<file path="config.mk">
export PLATFORM = sky130hd
export DESIGN_NAME = io_channel_bank
export DESIGN_NICKNAME = d
export VERILOG_FILES = /design/src/rtl/io_channel_bank_pkg.sv /design/src/rtl/io_channel_bank_io_channel.sv /design/src/rtl/io_channel_bank.sv
export SDC_FILE = /design/constraint.sdc
export NUM_CORES = 1
export LEC_CHECK = 0
export CORE_MARGIN = 2
export CORE_UTILIZATION = 43
export DETAILED_ROUTE_END_ITERATION = 16
export GPL_ROUTABILITY_DRIVEN = 0
export HOLD_SLACK_MARGIN = 0.03
export PLACE_DENSITY = 0.83
export SLEW_MARGIN = 25
export SYNTH_ARGS = -nofsm -noshare
export SYNTH_HDL_FRONTEND = slang
export SYNTH_HIERARCHICAL = 1
export SYNTH_SLANG_ARGS = --single-unit
</file>
<file path="constraint.sdc">
create_clock -name myclock -period 1.62 [get_ports myclock]
set_input_delay 0.405 -clock myclock [delete_from_list [all_inputs] [get_ports myclock]]
set_output_delay 0.405 -clock myclock [all_outputs]
set_load 0.02 [all_outputs]
</file>
<file path="src/rtl/io_channel_bank_pkg.sv">
// Shared constants and helpers for the I/O channel bank.
// Priority mode encodings and channel-index width calculation.
package io_channel_bank_pkg;

   localparam int PRIO_FIXED = 0;
   localparam int PRIO_RR    = 1;

   // Channel index width, never narrower than one bit
   function automatic int ch_w(input int n);
      return (n <= 2) ? 1 : $clog2(n);
   endfunction

endpackage

</file>
<file path="src/rtl/io_channel_bank_io_channel.sv">
// One I/O channel: input register/flag, output register/flag,
// and a sticky input-overrun flag.
module io_channel #(
   parameter int DATA_W = 8
) (
   input  logic              clk,
   input  logic              rst,
   input  logic              i_in_valid,
   input  logic [DATA_W-1:0] i_in_data,
   input  logic              i_out_ready,
   input  logic              i_rd,
   input  logic              i_wr,
   input  logic [DATA_W-1:0] i_bus,
   output logic [DATA_W-1:0] o_inpr,
   output logic              o_fgi,
   output logic [DATA_W-1:0] o_outr,
   output logic              o_fgo,
   output logic              o_ovr
);

   logic [DATA_W-1:0] r_inpr;
   logic              r_fgi;
   logic [DATA_W-1:0] r_outr;
   logic              r_fgo;
   logic              r_ovr;

   // Input side: a device byte lands when the flag is free or
   // being read this cycle; otherwise it is dropped as an overrun.
   always_ff @(posedge clk or posedge rst) begin
      if (rst) begin
         r_inpr <= '0;
         r_fgi  <= 1'b0;
         r_ovr  <= 1'b0;
      end else begin
         if (i_in_valid && (!r_fgi || i_rd)) begin
            r_inpr <= i_in_data;
            r_fgi  <= 1'b1;
         end else if (i_rd) begin
            r_fgi  <= 1'b0;
         end
         if (i_rd) begin
            r_ovr <= 1'b0;
         end else if (i_in_valid && r_fgi) begin
            r_ovr <= 1'b1;
         end
      end
   end

   // Output side: CPU writes only while the device is ready,
   // the device re-arms the flag once it has consumed the byte.
   always_ff @(posedge clk or posedge rst) begin
      if (rst) begin
         r_outr <= '0;
         r_fgo  <= 1'b1;
      end else begin
         if (i_wr && r_fgo) begin
            r_outr <= i_bus;
            r_fgo  <= 1'b0;
         end else if (i_out_ready && !r_fgo) begin
            r_fgo  <= 1'b1;
         end
      end
   end

   assign o_inpr = r_inpr;
   assign o_fgi  = r_fgi;
   assign o_outr = r_outr;
   assign o_fgo  = r_fgo;
   assign o_ovr  = r_ovr;

endmodule

</file>
<file path="src/rtl/io_channel_bank.sv">
// Bank of I/O channels with CPU select/strobe access,
// interrupt enable, interrupt flip-flop and channel arbitration.
module io_channel_bank
   import io_channel_bank_pkg::*;
#(
   parameter  int NUM_CH    = 2,
   parameter  int DATA_W    = 8,
   parameter  int PRIO_MODE = PRIO_FIXED,
   localparam int CH_W      = ch_w(NUM_CH)
) (
   input  logic                     myclock,
   input  logic                     reset,
   input  logic [NUM_CH-1:0]        ch_in_valid,
   input  logic [NUM_CH*DATA_W-1:0] ch_in_data,
   input  logic [NUM_CH-1:0]        ch_out_ready,
   output logic [NUM_CH*DATA_W-1:0] ch_out_data,
   output logic [NUM_CH-1:0]        ch_out_valid,
   input  logic [CH_W-1:0]          sel,
   input  logic [DATA_W-1:0]        bus_in,
   input  logic                     cpu_inp,
   input  logic                     cpu_out,
   input  logic                     cpu_ion,
   input  logic                     cpu_iof,
   output logic [DATA_W-1:0]        inp_data,
   output logic                     fgi_sel,
   output logic                     fgo_sel,
   input  logic                     r_sample,
   input  logic                     int_ack,
   output logic                     r_out,
   output logic [CH_W-1:0]          int_vec,
   output logic                     ien_out,
   output logic [NUM_CH-1:0]        overrun
);

   logic [NUM_CH-1:0] w_sel_hit;
   logic [NUM_CH-1:0] w_fgi;
   logic [NUM_CH-1:0] w_fgo;
   logic [NUM_CH-1:0] w_ovr;
   logic [NUM_CH-1:0] w_pending;
   logic [DATA_W-1:0] w_inpr [NUM_CH];
   logic [DATA_W-1:0] w_outr [NUM_CH];
   logic [CH_W-1:0]   w_win;
   logic              w_found;
   int                w_idx;

   logic              r_ien;
   logic              r_r;
   logic [CH_W-1:0]   r_int_vec;
   logic [CH_W-1:0]   r_rr_ptr;

   for (genvar k = 0; k < NUM_CH; k++) begin : g_ch
      assign w_sel_hit[k] = (sel == CH_W'(k));

      io_channel #(
         .DATA_W (DATA_W)
      ) u_ch (
         .clk         (myclock),
         .rst         (reset),
         .i_in_valid  (ch_in_valid[k]),
         .i_in_data   (ch_in_data[k*DATA_W +: DATA_W]),
         .i_out_ready (ch_out_ready[k]),
         .i_rd        (cpu_inp & w_sel_hit[k]),
         .i_wr        (cpu_out & w_sel_hit[k]),
         .i_bus       (bus_in),
         .o_inpr      (w_inpr[k]),
         .o_fgi       (w_fgi[k]),
         .o_outr      (w_outr[k]),
         .o_fgo       (w_fgo[k]),
         .o_ovr       (w_ovr[k])
      );

      assign ch_out_data[k*DATA_W +: DATA_W] = w_outr[k];
   end

   assign w_pending    = w_fgi | w_fgo;
   assign ch_out_valid = ~w_fgo;
   assign overrun      = w_ovr;

   // CPU read mux; an out-of-range select matches no channel and reads 0
   always_comb begin
      inp_data = '0;
      fgi_sel  = 1'b0;
      fgo_sel  = 1'b0;
      for (int k = 0; k < NUM_CH; k++) begin
         if (w_sel_hit[k]) begin
            inp_data = inp_data | w_inpr[k];
            fgi_sel  = fgi_sel | w_fgi[k];
            fgo_sel  = fgo_sel | w_fgo[k];
         end
      end
   end

   // Winner search: scan from 0 (fixed) or from rr_ptr with wrap (round-robin)
   always_comb begin
      w_win   = '0;
      w_found = 1'b0;
      w_idx   = 0;
      for (int i = 0; i < NUM_CH; i++) begin
         if (PRIO_MODE == PRIO_RR) begin
            w_idx = (int'(r_rr_ptr) + i) % NUM_CH;
         end else begin
            w_idx = i;
         end
         for (int j = 0; j < NUM_CH; j++) begin
            if (!w_found && w_pending[j] && (j == w_idx)) begin
               w_found = 1'b1;
               w_win   = CH_W'(j);
            end
         end
      end
   end

   // IEN/R control: acknowledge dominates, vector frozen while R is set
   always_ff @(posedge myclock or posedge reset) begin
      if (reset) begin
         r_ien     <= 1'b0;
         r_r       <= 1'b0;
         r_int_vec <= '0;
         r_rr_ptr  <= '0;
      end else if (int_ack) begin
         r_ien <= 1'b0;
         r_r   <= 1'b0;
         if (PRIO_MODE == PRIO_RR) begin
            r_rr_ptr <= CH_W'((int'(r_int_vec) + 1) % NUM_CH);
         end
      end else begin
         if (cpu_iof) begin
            r_ien <= 1'b0;
         end else if (cpu_ion) begin
            r_ien <= 1'b1;
         end
         if (r_sample && r_ien && (|w_pending) && !r_r) begin
            r_r       <= 1'b1;
            r_int_vec <= w_win;
         end
      end
   end

   assign r_out   = r_r;
   assign int_vec = r_int_vec;
   assign ien_out = r_ien;

endmodule

</file>
======== Word level (Yosys, flattened, before mapping) ========
Index checks and enable logic that the tools add are counted.
operators by class
  reduce and logical (&&, ||, !) cells .... 30
  multiplexer cells ....................... 25
  bitwise gates (word level) .............. 11
operators with widths
  operator             count
  1-bit two-way mux    23
  8-bit two-way mux    2
  2-bit nonzero test   7
  1-bit logical AND    12
  8-bit bitwise OR     1
  1-bit logical NOT    6
  1-bit bitwise AND    4
  3-bit nonzero test   1
  1-bit logical OR     2
  1-bit inverter       2
  2-bit inverter       1
  1-bit bitwise OR     2
  2-bit bitwise OR     1
  2-bit AND reduction  1
  2-bit OR reduction   1
storage, ports and cells
  word-level logic and storage cells ...... 79
  bits of input ports ..................... 37
  output and inout bits ................... 33
  register bits ........................... 41

======== Depth between registers and ports, before layout ========
Gate-level depths: netlist of the first run.
  depth in word-level cells ............... 6
  depth in mapped cells ................... 6
  gate-level depth less buffers ........... 4

======== Modules after synthesis ========
The synthesis of the first run kept the hierarchy.
modules (own cells, without submodules)
  module           area an instance (um^2)  cells each  seq. area each (um^2)  instances
  io_channel       752.0                    44          476.7                  2
  io_channel_bank  295.3                    32          75.1                   1

======== Least setup slack after synthesis of the first run ========
OpenSTA, ideal clock, no wires.
  path kind ............................... input to output
  from .................................... input sel
  to ...................................... output fgo_sel
  cell stages on the path ................. 3
  slack ................................... -0.023 ns
  required time ........................... 1.215 ns
  buffers on the path ..................... 2
  arrival ................................. 1.238 ns
  cell sequence ........................... clkbuf_1 buf_2 o21ai_0
between the ends
  cells in the longest elaborated chain, start to end .. 3
RTL lines
  item                   RTL line               source
  start, declared        io_channel_bank.sv:18  input logic [CH_W-1:0] sel,
  1-bit two-way mux      io_channel_bank.sv:85  if (w_sel_hit[k]) begin
  1-bit bitwise OR       io_channel_bank.sv:88  fgo_sel = fgo_sel | w_fgo[k];
  1-bit two-way mux (*)  io_channel_bank.sv:85
  end, declared          io_channel_bank.sv:26  output logic fgo_sel,
Mark *: on every way between the ends. The rest lies on a longest branch, timed or not.

======== Worst setup path in the final report of the first run ========
  from .................................... register g_ch[0].u_ch.r_fgo
  to ...................................... output fgo_sel
between the ends
  cells in the longest elaborated chain, start to end .. 3
RTL lines
  item                    RTL line                          source
  start, declared         io_channel_bank_io_channel.sv:24  logic r_fgo;
  start signal, assigned  io_channel_bank_io_channel.sv:54  r_fgo <= 1'b1;
  start signal, assigned  io_channel_bank_io_channel.sv:58  r_fgo <= 1'b0;
  start signal, assigned  io_channel_bank_io_channel.sv:60  r_fgo <= 1'b1;
  1-bit two-way mux (*)   io_channel_bank.sv:85
  1-bit bitwise OR        io_channel_bank.sv:88
  1-bit two-way mux (*)   io_channel_bank.sv:85
Marks and branches as above.

==> flow_metrics.env, run 1 <==
export IMPL_status="complete, no violations"
export IMPL_p_leak_nw=1.34
export IMPL_drtPass1Iterations=4
export IMPL_ff2ff_setup_slack_ps=150
export IMPL_fin_nets=243
export IMPL_critPathKind="reg2out"
export IMPL_drive_gt1_share_pct=41.1
export IMPL_cts_max_level=2
export IMPL_overflow=0
export IMPL_finalCritPeriodShare_pct=96.2
export IMPL_hold_viol=0
export IMPL_grt_pass1_wl_mm=6.38
export IMPL_regArea_um2=1030
export IMPL_antenna_found_initial=0
export IMPL_avgSynthCellArea_um2=15.0
export IMPL_rows=23
export IMPL_place_hpwl_mm=3.32
export IMPL_drt_iter0_drc=30
export IMPL_grt_usage_pct=19.1
export IMPL_max_stage_delay_ps=530
export IMPL_io_buffers=69
export IMPL_finalSetupViolCount=0
export IMPL_worstPathCellList="inv_1, o21ai_2, buf_4"
export IMPL_dieArea_um2=4720
export IMPL_hold_path_class="in2async"
export IMPL_insertion_delay_ps=290
export IMPL_viasPerCell=4.92
export IMPL_nFillCells=279
export IMPL_clk_path_buf_depth=2
export IMPL_slew_viol_final=0
export IMPL_timing_rr_start="g_ch[0].u_ch/o_fgi$_DFFE_PP0P_"
export IMPL_crit_buf_inv=2
export IMPL_wl_per_cell_um=17.0
export IMPL_clockRootBuffer="clkbuf_8"
export IMPL_ys_ff_latch=41
export IMPL_coreArea_um2=4000
export IMPL_netlist_area_um2=1800
export IMPL_num_antenna_cells=0
export IMPL_max_freq_ghz=0.641
export IMPL_numCtsBuffers=5
export IMPL_area_growth_pct=53.1
export IMPL_finalPower_mw=3.29
export IMPL_fin_util_pct=68.9
export IMPL_finClkSkew_ps=5.19
export IMPL_r2r_cells=4
export IMPL_placedCellCount=249
export IMPL_vdd_drop_max_v=0.000770
export IMPL_grt_max_degree=15
export IMPL_multiInputGateArea_um2=758
export IMPL_endpoint="fgo_sel"
export IMPL_critical_path_reg2reg_endpoint="int_vec$_DFFE_PP0P_"
export IMPL_dieWidth_um=68.7
export IMPL_ant_nets=0
export IMPL_grt_pass1_vias=1406
export IMPL_synthTopCellsByArea="dfrtp_1 (54%), mux2_2 (16%), mux2_4 (13%)"
export IMPL_crit_arrival_ps=1150
export IMPL_path_clk_slew_ps=80
export IMPL_stdcell_count=257
export IMPL_path_max_fanout=2
export IMPL_cts_tree="done"
export IMPL_routed_wl_mm=4.38
export IMPL_ys_warn_count=6
export IMPL_path_depth=3
export IMPL_tightest_slew_ps=236
export IMPL_synth_cell_types=23
export IMPL_yosys_area_top_type_share_pct=54.2
export IMPL_cts_hold_buffers=0
export IMPL_power_density_nw_per_um2=1190
export IMPL_ys_seq_area_share_pct=57.2
export IMPL_via_count=1265
export IMPL_netlist_instances=120
export IMPL_crit_family="flip-flops"
export IMPL_setup_worst_path_start="g_ch[0].u_ch/o_fgo$_DFFE_PP1P_"
export IMPL_die_h_um=68.7
export IMPL_drcViolationCount=0
export IMPL_rsz0062_at_grt="false"
export IMPL_period_minus_slack_ps=1560
export IMPL_critPathSlowestCell="dfstp_2"
export IMPL_clock_sinks=41
export IMPL_post_cts_buffers=0
export IMPL_required_ps=1210
export IMPL_crit_path_start_kind="register"
export IMPL_relSlewSlack_pct=84.3
export IMPL_top_level_ports=70
export IMPL_endpoint_kind="primary output"
export IMPL_maxCapViolations=0
export IMPL_synth_net_count=157
export IMPL_yosysTopAreaCell="dfrtp_1"
export IMPL_setup_tns_ps=0
export IMPL_start_util_pct=45.0
==> cells in the final DEF, fill, tap and decap left out, drive strengths merged <==
master          n
nor3            1
dlygate4sd2    21
bufinv          2
a41oi           1
clkbuf          5
nand2           5
dfstp           2
o21ai           1
a21oi           3
mux2i           2
or2b            2
inv             8
nand2b          2
mux2           41
buf            25
o211a           1
nor2b           2
or4             1
clkdlybuf4s50  35
and2            2
a31oi           1
nor2            5
dfrtp          39
==> final cells by class <==
type	instances	share of cell area (%)
clock inverters	3	2.50
repair buffers	81	26.9
flip-flops and latches	41	37.3
multi-input cells	70	27.5
clock buffers	5	2.50
well taps	50	2.27
inverters	7	0.954
==> per-stage QoR <==
| step | hold slack (ps) | instance area (um2) | setup WS (ps) |
|---|---|---|---|
| after floorplan | 159 | 1800 | 20.7 |
| after global placement | 481 | 2650 | -689 |
| after detailed placement | 490 | 2650 | -723 |
| after CTS | 362 | 2730 | -22.6 |
| after global routing | 372 | 2760 | 11.8 |
| final | 375 | 2760 | 60.9 |
==> synthesized netlist by cell type, drive strengths merged <==
cell type and n:
buf 1, dfrtp 39, inv 7, a31oi 1, mux2i 2, nor3 1, mux2 41, nor2 5
o21ai 1, nand2 5, and2 2, o211a 1, clkbuf 1, nor2b 2, a21oi 3, or2b 2
nand2b 2, or4 1, a41oi 1, dfstp 2
==> routing by layer <==
metal	vias up	wire (um)	track usage, %	part of all wire, %
li1	587	-	-	-
met1	618	1880	22.6	43
met2	56	2200	33.4	50
met3	4	267	4.38	6.1
met4	0	29	7.50	0.66
met5	-	0	0	0
==> power breakdown <==
part           switching [mW]  total [mW]  leakage (nW)  internal (mW)
registers               0.123        1.34         0.479           1.22
clock network           0.354       0.973        0.0687          0.620
logic                   0.444       0.976         0.792          0.532
total                   0.920        3.29          1.34           2.37
==> cells by family after synthesis <==
logic type | Yosys count | synth area share (%)
AOI/OAI and AO/OA | 7 | 2.92
muxes | 43 | 30.1
DFF | 41 | 57.2
and+or+nand+nor | 20 | 7.86
buffers and inverters | 9 | 1.95
==> registers in the layout (all words and copies together) (netlist names) <==
signal            flops
g_ch.u_ch/o_fgi       2
g_ch.u_ch/o_fgo       2
g_ch.u_ch/o_inpr     16
g_ch.u_ch/o_outr     16
g_ch.u_ch/o_ovr       2
ien_out               1
int_vec               1
r_out                 1
==> repair_timing <==
| item | CTS | global route |
|---|---|---|
| hold endpoints to repair | 0 | 0 |
| endpoints found under the setup margin | 57 | 10 |
| pin swaps | 0 | 0 |
| resized for setup | 82 | 10 |
==> worst min path at each step <==
stage	from	endpoint	slack [ps]	cells after the start
global route	reset	r_out$_DFFE_PP0P_	370	2
global placement	g_ch[1].u_ch/o_ovr$_DFFE_PP0P_	g_ch[1].u_ch/o_ovr$_DFFE_PP0P_	480	2
detailed placement	g_ch[1].u_ch/o_inpr[2]$_DFFE_PP0P_	g_ch[1].u_ch/o_inpr[2]$_DFFE_PP0P_	490	1
floorplan	reset	ien_out$_DFFE_PP0P_	160	1
finish	reset	ien_out$_DFFE_PP0P_	370	2
CTS	reset	ien_out$_DFFE_PP0P_	360	2
Power figures use the tool's default switching activity.
==> run 2, diff against run 1 <==
--- a/config.mk
+++ b/config.mk
@@ -5,6 +5,7 @@
 export SDC_FILE = /design/constraint.sdc
 export NUM_CORES = 1
 export LEC_CHECK = 0
+export CORE_ASPECT_RATIO = 0.5
 export CORE_MARGIN = 2
 export CORE_UTILIZATION = 43
 export DETAILED_ROUTE_END_ITERATION = 16
==> run 2 against run 1 <==
Critical path depth up 1. Power down 7.3%. Hold slack worse by 11 ps. First-iteration DRC count down 47%. Non-clock buffer count down 1. Count of clock-buffer cells in the layout up 1. Die area up 0.67%. Worst setup slack worse by 3.2 ps. Sequential power about the same. Sequential cell count unchanged. Utilization down 0.82 points. Routed wire length down 2.2%. Critical path type is now in2out. Critical endpoint is now inp_data[0]. Largest power group unchanged.
==> flow_metrics.env, run 2 (synthesis results as in run 1) <==
export IMPL_status="complete, no violations"
export IMPL_vdd_drop_max_v=0.000523
export IMPL_drt_iter0_drc=16
export IMPL_worst_slack_ps=57.7
export IMPL_clk_path_buf_depth=2
export IMPL_numCtsBuffers=5
export IMPL_finClkSkew_ps=15.8
export IMPL_period_minus_slack_ps=1560
export IMPL_endpoint_kind="primary output"
export IMPL_r2r_cells=4
export IMPL_critical_path_reg2reg_endpoint="int_vec$_DFFE_PP0P_"
export IMPL_ant_nets=0
export IMPL_grt_max_degree=19
export IMPL_viasPerCell=4.88
export IMPL_start_util_pct=45.4
export IMPL_antenna_found_initial=0
export IMPL_critPathKind="in2out"
export IMPL_final_common_cell="dfrtp_1"
export IMPL_finalPower_mw=3.05
export IMPL_setup_tns_ps=0
export IMPL_drcViolationCount=0
export IMPL_clock_sinks=41
export IMPL_relSlewSlack_pct=77.8
export IMPL_tightest_slew_ps=332
export IMPL_dieWidth_um=95.5
export IMPL_drive_gt1_share_pct=39.8
export IMPL_die_h_um=49.7
export IMPL_coreArea_um2=3960
export IMPL_endpoint="inp_data[0]"
export IMPL_power_density_nw_per_um2=1130
export IMPL_cts_max_level=2
export IMPL_max_stage_delay_ps=330
export IMPL_final_cell_mix="dfrtp_1 (39), clkdlybuf4s50_1 (35), mux2_2 (25), dlygate4sd2_1 (21), mux2_4 (16)"
export IMPL_dieArea_um2=4750
export IMPL_clockRootBuffer="clkbuf_8"
export IMPL_crit_path_start_kind="input pin"
export IMPL_top_level_ports=70
export IMPL_grt_pass1_vias=1407
export IMPL_place_hpwl_mm=3.12
export IMPL_setup_worst_path_start="sel"
export IMPL_placedCellCount=250
export IMPL_stdcell_count=260
export IMPL_rsz0062_at_grt="false"
export IMPL_overflow=0
export IMPL_rows=16
export IMPL_hold_path_class="in2async"
export IMPL_routed_wl_mm=4.28
export IMPL_critPathSlowestCell="mux2_2"
export IMPL_num_antenna_cells=0
export IMPL_grt_usage_pct=20.1
export IMPL_path_max_fanout=7
export IMPL_via_count=1270
export IMPL_slew_viol_final=0
export IMPL_place_ws_ps=-746
export IMPL_fin_nets=242
export IMPL_fin_util_pct=68.1
export IMPL_max_freq_ghz=0.640
export IMPL_required_ps=1210
export IMPL_cts_tree="done"
export IMPL_worstPathCellList="buf_4, buf_12, mux2_2, buf_2"
export IMPL_finalCritPeriodShare_pct=96.4
export IMPL_crit_arrival_ps=1160
export IMPL_wl_per_cell_um=16.5
export IMPL_ff2ff_setup_slack_ps=170
export IMPL_p_leak_nw=1.30
export IMPL_path_clk_slew_ps=70
export IMPL_hold_viol=0
export IMPL_finalSetupViolCount=0
export IMPL_drtPass1Iterations=4
export IMPL_area_growth_pct=49.9
export IMPL_io_buffers=69
export IMPL_nFillCells=300
export IMPL_timing_rr_start="g_ch[0].u_ch/o_fgi$_DFFE_PP0P_"
export IMPL_grt_pass1_wl_mm=6.87
export IMPL_maxCapViolations=0
export IMPL_insertion_delay_ps=300
[run 2: cell types whose count changed in the layout (fill, tap and decap cells not counted), sizes merged]
cell	change
buf	-1
bufinv	-1
clkbuf	+1
clkinv	+1
inv	-1
[run 2: worst min path at each step]
stage / startpoint / end / cells past startpoint
detailed placement: g_ch[1].u_ch/o_outr[5]$_DFFE_PP0P_ / g_ch[1].u_ch/o_outr[5]$_DFFE_PP0P_ / 1
floorplan: reset / ien_out$_DFFE_PP0P_ / 1
global route: reset / int_vec$_DFFE_PP0P_ / 2
CTS: reset / int_vec$_DFFE_PP0P_ / 2
global placement: g_ch[1].u_ch/o_ovr$_DFFE_PP0P_ / g_ch[1].u_ch/o_ovr$_DFFE_PP0P_ / 2
finish: reset / r_out$_DFFE_PP0P_ / 2
[run 2: routing by layer]
layer / global-route usage [%] / up-vias / share of wire, %
li1: - / 588 / -
met3: 5.20 / 12 / 4.3
met2: 36.2 / 34 / 54
met1: 22.8 / 636 / 39
met5: 0 / - / 0
met4: 8.33 / 0 / 2.6
[run 2: power breakdown]
group          internal, mW  switching (mW)  total [mW]  leakage [nW]
Sequential             1.22           0.103        1.32         0.479
Combinational         0.491           0.437       0.928         0.765
Clock                 0.457           0.342       0.799        0.0552
Total                  2.16           0.882        3.05          1.30
[run 2: per-stage QoR]
step                hold WS [ps]  area, um2
floorplan                    159       1800
global placement             485       2640
detailed placement           493       2640
CTS                          355       2700
global route                 379       2700
finish                       364       2700
[run 2: cell type report]
cell class	count	area, um2	area share [%]
clock buffers	6	72.6	2.69
clock inverters	2	35.0	1.30
inverters	7	26.3	0.974
multi-input cells	70	736	27.3
flip-flops and latches	41	1030	38.1
well taps	54	67.6	2.50
repair buffers	80	732	27.1
[run 2: critical path: cells and delay by family]
family | cells | cell delay (ps)
buffers and inverters | 3 | 410
muxes | 1 | 330
[run 2: repair_timing]
| action | in CTS | in global routing |
|---|---|---|
| hold buffers | 0 | 0 |
| buffers inserted | 1 | 0 |
| setup endpoints to repair | 42 | 0 |
| resized for setup | 76 | 0 |
==> variant, RTL diff (settings of run 1) <==
`DATA_W` is set to 8 in 2 places; all go to 10.
--- a/src/rtl/io_channel_bank_io_channel.sv
+++ b/src/rtl/io_channel_bank_io_channel.sv
@@ -1,7 +1,7 @@
 // One I/O channel: input register/flag, output register/flag,
 // and a sticky input-overrun flag.
 module io_channel #(
-   parameter int DATA_W = 8
+   parameter int DATA_W = 10
 ) (
    input  logic              clk,
    input  logic              rst,
--- a/src/rtl/io_channel_bank.sv
+++ b/src/rtl/io_channel_bank.sv
@@ -4,7 +4,7 @@
    import io_channel_bank_pkg::*;
 #(
    parameter  int NUM_CH    = 2,
-   parameter  int DATA_W    = 8,
+   parameter  int DATA_W    = 10,
    parameter  int PRIO_MODE = PRIO_FIXED,
    localparam int CH_W      = ch_w(NUM_CH)
 ) (
Interface: changed (resized bus_in, ch_in_data, ch_out_data and inp_data); port bits go from 70 to 82. The function was not compared with the original's and may differ.
==> variant against run 1 <==
Synthesized area grew 18%; power grew 4.3%; clock skew down 1.3 ps; via count increased by 12%; setup slack worse by 25 ps; combinational power rose by 16%; final area up 16%; critical path depth did not move; wire length rose by 2.7%; sequential cell count rose by 8; synthesized cell count grew 15%; largest cell class unchanged; largest power group unchanged.
==> variant: results (changes against run 1) <==
Post-synthesis sequential area ratio - 57.8% (+0.64 points)
GR Util met1 - 23.4% (+0.76 points)
Sw frac - 30.7% (+2.8 points)
Placed cells - 296 (+19%)
Main area contributors after synthesis - dfrtp_1 55%, mux2_4 14%, mux2_1 11%
Met2 WL - 2060 um (-6.3%)
CTS max path bufs - 2 (unchanged)
WL met1 - 2060 um (+9.8%)
Placed cell area - 0.00311 mm^2 (+18%)
Share of layout cells above drive strength 1 - 33.2% (-7.9 points)
Mux share of post-synthesis cell area - 31.5% (+1.4 points)
Power share of the clock group - 20.9% (-8.7 points)
Met3 global-route usage - 5.42% (+1.0 points)
WP data arrival - 1180 ps (+30 ps)
Gate power share - 32.9% (+3.2 points)
Nets - 280 (+15%)
Worst Clk Skew - 3.87 ps (-1.33 ps)
DRT Wirelength - 4500 um (+2.7%)
Peak supply drop - 478 uV (-38%)
Filler instances - 375 (+34%)
Overall Global Routing Usage - 17.6% (-1.5 points)
Status - finished clean
Final Non-Filler Cells - 305 (+19%)
Via density - 4.63 (-5.9%)
Global-route wire length before repair - 7200 um (+13%)
Port Buffers - 81 (+17%)
Hpwl dp - 3410 um (+2.5%)
Number of global-route vias before repair - 1464 (+4.1%)
Post-Syn Instances - 138 (+15%)
Post-Place Worst Slack - -757 ps (-34.0 ps)
Met2 Track Usage GR - 28.0% (-5.4 points)
Leak - 1.53 nW (+14%)
Synth top cells by count - 47 x dfrtp_1, 20 x mux2_1, 20 x mux2_4
Worst Slack Setup Final - 35.5 ps (-25.3 ps)
Synthesized netlist net count - 181 (+15%)
Initial DRC Count - 24 (-20%)
Worst-Margin Slew - 277 ps (+40.5 ps)
Synth Area in Compound Gates - 2.47% (-0.45 points)
Net Sw Power - 1.05 mW (+15%)
## variant: final cells by class
class | instances | area [um^2] | area share, %
Sequential cell | 49 | 1230 | 38.4
Multi-Input combinational cell | 80 | 887 | 27.7
Timing Repair Buffer | 94 | 881 | 27.5
Tap cell | 67 | 83.8 | 2.62
Clock buffer | 5 | 68.8 | 2.15
Inverter | 7 | 26.3 | 0.822
Clock inverter | 3 | 22.5 | 0.704
## variant: cell families after synthesis
family | count (synthesis)
AOI/OAI and AO/OA | 7
buffers and inverters | 9
DFF | 49
muxes | 53
and+or+nand+nor | 20
## variant: what timing repair did
action | in CTS | in global routing
endpoints found under the setup margin | 58 | 5
gates resized for setup | 103 | 6
endpoints found under the hold margin | 0 | 0
pin swaps | 0 | 1
gates cloned | 2 | 0
## variant: critical path, cell delays in order (launching register included)
cell and delay (ps):
dfstp_2 550, inv_2 40, o21ai_2 130, buf_4 150
